===== src/rtl/lsu_pkg.sv =====
// ============================================================================
// lsu_pkg : shared encodings and helpers for the load/store controller
// Revision: 1.0
// ============================================================================
`default_nettype none

package lsu_pkg;

  localparam logic [2:0] OP_B  = 3'b000;
  localparam logic [2:0] OP_H  = 3'b001;
  localparam logic [2:0] OP_W  = 3'b010;
  localparam logic [2:0] OP_BU = 3'b100;
  localparam logic [2:0] OP_HU = 3'b101;
  localparam int         ST_BIT = 3;

  typedef enum logic [1:0] {
    S_IDLE  = 2'd0,
    S_READ  = 2'd1,
    S_WRITE = 2'd2,
    S_RESP  = 2'd3
  } state_e;

  localparam logic [1:0] LANE_B0 = 2'd0;
  localparam logic [1:0] LANE_B1 = 2'd1;
  localparam logic [1:0] LANE_B2 = 2'd2;
  localparam logic [1:0] LANE_B3 = 2'd3;
  localparam logic       LANE_H_LO = 1'b0;
  localparam logic       LANE_H_HI = 1'b1;

  // Unsigned sizes are load-only; any size outside the table is illegal.
  function automatic logic op_illegal(input logic [3:0] op);
    logic size_ok;
    size_ok = (op[2:0] == OP_B) || (op[2:0] == OP_H) || (op[2:0] == OP_W) ||
              (op[2:0] == OP_BU) || (op[2:0] == OP_HU);
    return !size_ok || (op[ST_BIT] && op[2]);
  endfunction

  function automatic logic misaligned(input logic [2:0] size, input logic [1:0] lo);
    return (((size == OP_H) || (size == OP_HU)) && lo[0]) ||
           ((size == OP_W) && (lo != 2'b00));
  endfunction

endpackage

`default_nettype wire


===== src/rtl/lsu_lane_align.sv =====
// ============================================================================
// lsu_lane_align : byte/halfword lane extraction for loads and lane merge
//                  for read-modify-write stores (little-endian)
// Revision: 1.0
// ============================================================================
`default_nettype none

module lsu_lane_align
  import lsu_pkg::*;
(
  input  logic [31:0] mem_rd_i,
  input  logic [1:0]  addr_lo_i,
  input  logic [2:0]  size_i,
  input  logic [31:0] wdata_i,
  output logic [31:0] load_o,
  output logic [31:0] merged_o
);

  logic [7:0]  w_byte;
  logic [15:0] w_half;

  always_comb begin
    w_byte   = 8'h00;
    w_half   = 16'h0000;
    load_o   = mem_rd_i;
    merged_o = mem_rd_i;

    case (addr_lo_i)
      LANE_B0: w_byte = mem_rd_i[7:0];
      LANE_B1: w_byte = mem_rd_i[15:8];
      LANE_B2: w_byte = mem_rd_i[23:16];
      LANE_B3: w_byte = mem_rd_i[31:24];
      default: w_byte = 8'h00;
    endcase

    case (addr_lo_i[1])
      LANE_H_LO: w_half = mem_rd_i[15:0];
      LANE_H_HI: w_half = mem_rd_i[31:16];
      default:   w_half = 16'h0000;
    endcase

    case (size_i)
      OP_B:    load_o = {{24{w_byte[7]}}, w_byte};
      OP_BU:   load_o = {24'h000000, w_byte};
      OP_H:    load_o = {{16{w_half[15]}}, w_half};
      OP_HU:   load_o = {16'h0000, w_half};
      default: load_o = mem_rd_i;
    endcase

    case (size_i)
      OP_B, OP_BU: begin
        case (addr_lo_i)
          LANE_B0: merged_o[7:0]   = wdata_i[7:0];
          LANE_B1: merged_o[15:8]  = wdata_i[7:0];
          LANE_B2: merged_o[23:16] = wdata_i[7:0];
          LANE_B3: merged_o[31:24] = wdata_i[7:0];
          default: merged_o        = mem_rd_i;
        endcase
      end
      OP_H, OP_HU: begin
        case (addr_lo_i[1])
          LANE_H_LO: merged_o[15:0]  = wdata_i[15:0];
          LANE_H_HI: merged_o[31:16] = wdata_i[15:0];
          default:   merged_o        = mem_rd_i;
        endcase
      end
      default: merged_o = wdata_i;
    endcase
  end

endmodule

`default_nettype wire


===== src/rtl/lsu_mem_ctrl.sv =====
// ============================================================================
// lsu_mem_ctrl : load/store controller in front of a word-wide single-strobe
//                data memory; sub-word stores use read-modify-write
// Revision: 1.0
// ============================================================================
`default_nettype none

module lsu_mem_ctrl
  import lsu_pkg::*;
#(
  parameter int MEM_WORDS  = 64,
  parameter int LITTLE_END = 1
) (
  input  logic        CLK,
  input  logic        RST,
  input  logic        req_valid,
  output logic        req_ready,
  input  logic [3:0]  req_op,
  input  logic [31:0] req_addr,
  input  logic [31:0] req_wdata,
  output logic        rsp_valid,
  input  logic        rsp_ready,
  output logic [31:0] rsp_rdata,
  output logic        rsp_err,
  output logic [31:0] mem_addr,
  output logic        mem_rw,
  output logic [31:0] mem_wd,
  input  logic [31:0] mem_rd
);

  localparam logic [32:0] c_MEM_BYTES = 33'(MEM_WORDS) * 33'd4;

  if (LITTLE_END != 1) begin : g_endian_check
    $error("lsu_mem_ctrl: only LITTLE_END=1 is supported");
  end

  state_e      state_q, state_d;
  logic [3:0]  op_q, op_d;
  logic [31:0] addr_q, addr_d;
  logic [31:0] wdata_q, wdata_d;
  logic [31:0] wd_q, wd_d;
  logic [31:0] rdata_q, rdata_d;
  logic        err_q, err_d;
  logic        rw_q;

  logic        w_req_err;
  logic [31:0] w_load;
  logic [31:0] w_merged;

  assign w_req_err = op_illegal(req_op) ||
                     misaligned(req_op[2:0], req_addr[1:0]) ||
                     ({1'b0, req_addr} >= c_MEM_BYTES);

  lsu_lane_align u_align (
    .mem_rd_i  (mem_rd),
    .addr_lo_i (addr_q[1:0]),
    .size_i    (op_q[2:0]),
    .wdata_i   (wdata_q),
    .load_o    (w_load),
    .merged_o  (w_merged)
  );

  always_comb begin
    state_d = state_q;
    op_d    = op_q;
    addr_d  = addr_q;
    wdata_d = wdata_q;
    wd_d    = wd_q;
    rdata_d = rdata_q;
    err_d   = err_q;

    case (state_q)
      S_IDLE: begin
        if (req_valid) begin
          op_d    = req_op;
          addr_d  = req_addr;
          wdata_d = req_wdata;
          rdata_d = 32'h0;
          err_d   = w_req_err;
          if (w_req_err) begin
            state_d = S_RESP;
          end else if (req_op[ST_BIT] && (req_op[2:0] == OP_W)) begin
            wd_d    = req_wdata;
            state_d = S_WRITE;
          end else begin
            state_d = S_READ;
          end
        end
      end
      S_READ: begin
        if (op_q[ST_BIT]) begin
          wd_d    = w_merged;
          state_d = S_WRITE;
        end else begin
          rdata_d = w_load;
          state_d = S_RESP;
        end
      end
      S_WRITE: state_d = S_RESP;
      S_RESP: begin
        if (rsp_ready) begin
          state_d = S_IDLE;
        end
      end
      default: state_d = S_IDLE;
    endcase
  end

  // The write strobe is a flop fed by the next state so it never glitches
  // and drops the instant reset asserts.
  always_ff @(posedge CLK or posedge RST) begin
    if (RST) begin
      state_q <= S_IDLE;
      op_q    <= 4'h0;
      addr_q  <= 32'h0;
      wdata_q <= 32'h0;
      wd_q    <= 32'h0;
      rdata_q <= 32'h0;
      err_q   <= 1'b0;
      rw_q    <= 1'b0;
    end else begin
      state_q <= state_d;
      op_q    <= op_d;
      addr_q  <= addr_d;
      wdata_q <= wdata_d;
      wd_q    <= wd_d;
      rdata_q <= rdata_d;
      err_q   <= err_d;
      rw_q    <= (state_d == S_WRITE);
    end
  end

  assign req_ready = (state_q == S_IDLE) && !RST;
  assign rsp_valid = (state_q == S_RESP);
  assign rsp_rdata = rdata_q;
  assign rsp_err   = err_q;
  assign mem_addr  = {addr_q[31:2], 2'b00};
  assign mem_rw    = rw_q;
  assign mem_wd    = wd_q;

endmodule

`default_nettype wire


===== config.mk =====
export PLATFORM = sky130hd
export DESIGN_NAME = lsu_mem_ctrl
export DESIGN_NICKNAME = d
export VERILOG_FILES = /design/src/rtl/lsu_pkg.sv /design/src/rtl/lsu_lane_align.sv /design/src/rtl/lsu_mem_ctrl.sv
export SDC_FILE = /design/constraint.sdc
export NUM_CORES = 1
export LEC_CHECK = 0
export ABC_CLOCK_PERIOD_IN_PS = 11400
export CAP_MARGIN = 40
export CORE_AREA = 2 2 154 186
export DETAILED_ROUTE_END_ITERATION = 8
export DIE_AREA = 0 0 156 188
export MAX_ROUTING_LAYER = met4
export SETUP_SLACK_MARGIN = 0.5
export SYNTH_ARGS = -nofsm -noshare
export SYNTH_HDL_FRONTEND = slang
export SYNTH_SLANG_ARGS = --single-unit

===== constraint.sdc =====
create_clock -name CLK -period 11.4 [get_ports CLK]
set_input_delay 2.28 -clock CLK [delete_from_list [all_inputs] [get_ports CLK]]
set_output_delay 2.28 -clock CLK [all_outputs]
set_load 0.01 [all_outputs]

# == Word level (Yosys, flattened, before mapping) ==
# Cells that the tools add are included.
# word_totals
reg_bits,136
inputBits,104
wordCells,80
# classes
order_cmp,1
n_eq_ne,19
n_mux,24
bitwise_logic,1
n_reduce_logical,27
# op_table
operator,count
$mux W32,6
$pmux W32 S2,3
$pmux W32 S4,1
$ge A32 B9 Y1 const B,1
$mux W16,2
$mux W8,4
$pmux W16 S2,1
$pmux W8 S4,1
$eq A3 B3 Y1 const B,4
$eq A2 B2 Y1 const B,5
$ne A2 B2 Y1 const B,5
$logic_or A1 B1 Y1,9
$mux W2,4
$pmux W2 S4,1
$eq A3 B1 Y1 const B,2
$logic_not A3 Y1,2
$logic_and A1 B1 Y1,5
$reduce_and A5 Y1,1
$eq A2 B1 Y1 const B,2
$logic_not A2 Y1,2
$reduce_bool A2 Y1,2
$reduce_or A2 Y1,2
$eq A3 B2 Y1 const B,1
$reduce_and A3 Y1,1
other kinds (4),5

# == Logic depth before layout (Yosys ltp) ==
# logic_depth
word_depth,13
mapped_depth,8
mapped_depth_nobuf,5

# == Hierarchy ==
# Synthesis repeated with hierarchy kept, for this count alone.
# unflattened
hier_cells,814
hier_area_um2,7544.7
# by_module_without_submodules
module,instances,cells_each,area_per_inst_um2,seq_area_each_um2
lsu_mem_ctrl,1,575,5878.1,3403.3
lsu_lane_align,1,239,1666.6,0.0

# == Least setup slack after synthesis ==
# Ideal clock, no wire load.
# synth_timing
kind,in2out
start,input port RST
end,output port req_ready
t_arrival_ns,2.539
required_time_ns,9.120
path_slack_ns,6.581
stages,1
path_buffers,0
path_cell_list,nor3_1
# synth_via
elab_chain_cells,2
# synth_lines
item,line,text
start: declaration,lsu_mem_ctrl.sv:15,"input logic RST,"
$logic_not A1 Y1,lsu_mem_ctrl.sv:133,assign req_ready = (state_q == S_IDLE) && !RST;
$logic_and A1 B1 Y1,lsu_mem_ctrl.sv:133,
end: declaration,lsu_mem_ctrl.sv:17,"output logic req_ready,"
# Every way passes these cells.

# == Worst setup path after layout ==
# Same ends and word-level chain as after synthesis.

==> results list <==
* Outcome: complete, no violations
* Tot GR Track Use: 16.52%
- IR analysis of the VDD net gives a maximum drop of 0.1315 mV.
* Number of sinks driven by the clock tree: 136
* Initial antenna violation count: 3
- Dividing the detail-routed via count by the number of cells gives 4.744.
- STA puts the critical path data arrival time at 3.48 ns.
* Pin count of the biggest net entering global routing: 87
- Total clock buffers created by CTS: 17
* Setup-violating endpoint count in the final report: 0
- Internal cell power: 1769 uW
- The synthesized netlist devotes 14.71% of its cell area to compound gates.
- For this run the aggregate overflow at the end of global routing stands at 0.
* Hold Fails Final Rpt: 0
- Maximum buffer depth of the clock tree: 2
- Cell mode on critical path: clkdlybuf4s50_1
- First-pass GRT wire length: 35380 microns
- Simple-gate area share of the yosys netlist: 18.47%
- Storage cell area: 3403 sq um
- Setup repair after global routing left no endpoint under its margin.
- Once placement finished, the instance area stood at 8890 sq um.
* Detailed router's first-iteration violation count: 394
- The via count of the first global-routing pass was 5912.
- The core region is 27580 sq um.
- Counting tap cells, the placed design contains a total of 1213 instances.
- Of the total synthesized cell area, the portion taken by XOR and XNOR cells is 0%.
- Hold-fix buffers at CTS: 0
* Routed wire length: 23240 microns
* Multiplexer fraction of the synthesized cell area: 9.329%
- Clock transition time at the flip-flop clock pins of the worst setup and hold paths: 0.05 ns
- The clock tree synthesis step divided the H-tree into 4 levels.
* Core Rows: 67
- The synthesized design contains 0 enable-type register cells.
* Growth of design area from synthesis to finish: 41.96%
- The worst setup path is captured at an output port.
* Routability cong.: 0.9079
* Worst slew margin relative to its limit: 39.76%
* Setup crit start kind: primary input
* Combinational power share: 43.4%
* Post-synthesis area per instance: 9.259 sq um
* Top cells by area, synth: dfrtp_1, nand2_1, mux2_2, o21ai_0, buf_4
- The share of the Yosys chip area taken by registers is 50.15%.
- YS warnings: 0
- Detailed placement finished with a half-perimeter wire length of 16810 microns.
- The worst path in the final design needs a cycle of 5.760 ns, including I/O delays and setup.
- Power density cells: 287.3 nW/um^2
- Along the worst path, the maximum fanout reaches 2.
* Antenna-violating nets left: 0
- Setup fix buffers added after clock tree synthesis: 0
* Timing-limited maximum frequency: 0.1736 GHz
* Highest-count cells in the layout ignoring fill and taps: nand2_1, clkdlybuf4s50_1, dfrtp_1, o21ai_0, mux2_2
- The library cell used most frequently in the layout, excluding fill and tap cells, is nand2_1.
* Max Cap Violations: 0
* Routed wirelength normalized by instance count: 18.64 microns
- Post-layout net count: 991
- Delay-heaviest family, CP: buffers and inverters
- Clk_skew: 0.01340 ns
* Count of port buffers added during placement: 201
- Library cell with the largest summed area after synthesis: dfrtp_1
* Final Non-Filler Cells: 1247
- Share of the synthesized area in the top cell type: 50.15%
- The floorplan step set the die width to 156 microns.
* Initial standard-cell utilization of the core: 24.61%
- Number of gates resized after cts: 0
- Synth Flop Type: dfrtp_1
* Worst path cell trace: clkdlybuf4s50_1, nor3_1, clkdlybuf4s50_1
* Number of fill cells in the layout: 2808
* Io pins: 204
* TritonCTS clock tree: done
- In this run the static leakage power is 0.004276 uW.
- The first TritonRoute pass finished after 7 iterations.
* Area taken by multi-input logic gates: 2903 sq um
- CP required: 9.12 ns
* Cell Area, Synth: 6787 sq um
- For this block, the via count after detailed routing is 5916.
- The post-route netlist has 10.34% of its cells at a drive strength greater than 1.
- Syn Inst Count: 733
- After synthesis, the netlist uses 41 different library cells.
- The tightest min-delay check is of the flop to flop type.
- Die Ht: 188 microns
- Cell with the largest stage delay on the worst path: clkdlybuf4s50_1
- After Yosys synthesis, full adders, half adders and majority gates account for 0% of the synthesized area.
* Clock Tree Root: clkbuf_16
- After layout, the worst path uses 50.53% of the clock period.
- The worst setup path is of the primary input to output port kind.
* Largest family of logic cells by synthesized area: simple AND/OR/NAND/NOR gates
- Switch share: 36.09%
* DRC violations left: 0
- Share of power burned in registers: 31.4%
- Share of synthesized flip-flops with an asynchronous set or reset: 100.0%
* Die area: 29330 sq um
- Fraction of power consumed by the clock network: 25.2%
* Total negative slack for setup checks: 0 ns
* Total buffers and inverters traversed by the critical path: 2
- The final-report max-slew violation count came to 0.
* Tightest Pin Transition: 0.9036 ns
* Post-synthesis register bit count: 136
- Clock network latency to the later pin of the worst-skew pair: 0.43 ns
* Area of all placed cells without fillers: 9634 sq um
- The completed layout was analyzed and its total power is 2768 uW.
* Maximum single-stage delay on the critical path: 0.56 ns
- Switching power of the nets: 999.0 uW
## tightest hold or removal path, delay by kind of cell (launching register included)
kind | cells | cell delay [ns]
DFF | 1 | 0.34
and+or+nand+nor | 2 | 0.10
## cells by family after synthesis
family	after synthesis
AOI/OAI and AO/OA	145
buffers and inverters	88
DFF	136
muxes	57
other	1
and+or+nand+nor	306
## flip-flops by register name (all words and copies together), names as in the netlist
signal and cells:
rsp_rdata 32, rsp_err 1, mem_wd 32, state_q 2
wdata_q 32, mem_rw 1, addr_q 32, op_q 4
## cell type report
cell class	count	area share, %
Inverter	8	0.3636
Antenna cell	3	0.07792
Clock buffer	18	4.558
Sequential cell	136	35.32
Timing Repair Buffer	214	21.97
Tap cell	345	4.481
Multi-Input combinational cell	510	30.13
Clock inverter	13	3.091
## synth_stat cells (3+ instances only)
master,count
clkbuf_1,31
a211oi_1,15
nand2_1,237
buf_4,33
a21oi_1,24
nand2b_1,12
dfrtp_1,136
nor4_1,6
nor2_1,24
a221o_1,16
a31oi_1,3
buf_1,4
nand3_1,4
nor3_1,5
a32o_1,7
inv_1,8
o21ai_0,56
buf_6,4
and3_1,8
nor2b_1,3
mux2i_1,16
a222oi_1,13
mux2_2,40
buf_2,8
## worst paths after layout
| check | start | to | slack [ns] | depth (start not counted) |
|---|---|---|---|---|
| min | wdata_q[20] | wdata_q[20] | 0.47 | 2 |
| min in group asynchronous | RST | wdata_q[16] | 2.43 | 2 |
| min reg2reg | wdata_q[20] | wdata_q[20] | 0.47 | 2 |
| max reg2reg | addr_q[1] | mem_wd[29] | 8.85 | 6 |
| max | RST | req_ready | 5.64 | 3 |
| max in group asynchronous | RST | mem_wd[1] | 7.76 | 3 |
## layer usage
layer	track usage [%]	wire length, microns	share of wire [%]
met3	4.345	1715	7.4
met1	19.47	9454	41
met4	6.246	527	2.3
met5	-	0	0
met2	26.99	11550	50
## power by group through the flow
stage          logic, uW  registers [uW]  clock network [uW]
3_3_place_gp        1180             875                   0
3_5_place_dp        1210             875                   0
2_1_floorplan        708             858                   0
4_1_cts             1220             870                 716
5_1_grt             1320             896                 735
6_report            1200             870                 697
## metrics by stage
step | util, % | hold WS (ns) | setup WS, ns
floorplan | - | 0.4404 | 5.481
global placement | 32.10 | 0.4514 | 5.600
detailed placement | 32.23 | 0.4572 | 5.631
CTS | 34.90 | 0.4714 | 5.631
global route | 34.93 | 0.4968 | 5.576
finish | 34.93 | 0.4709 | 5.640
Power figures use the tool's default switching activity.
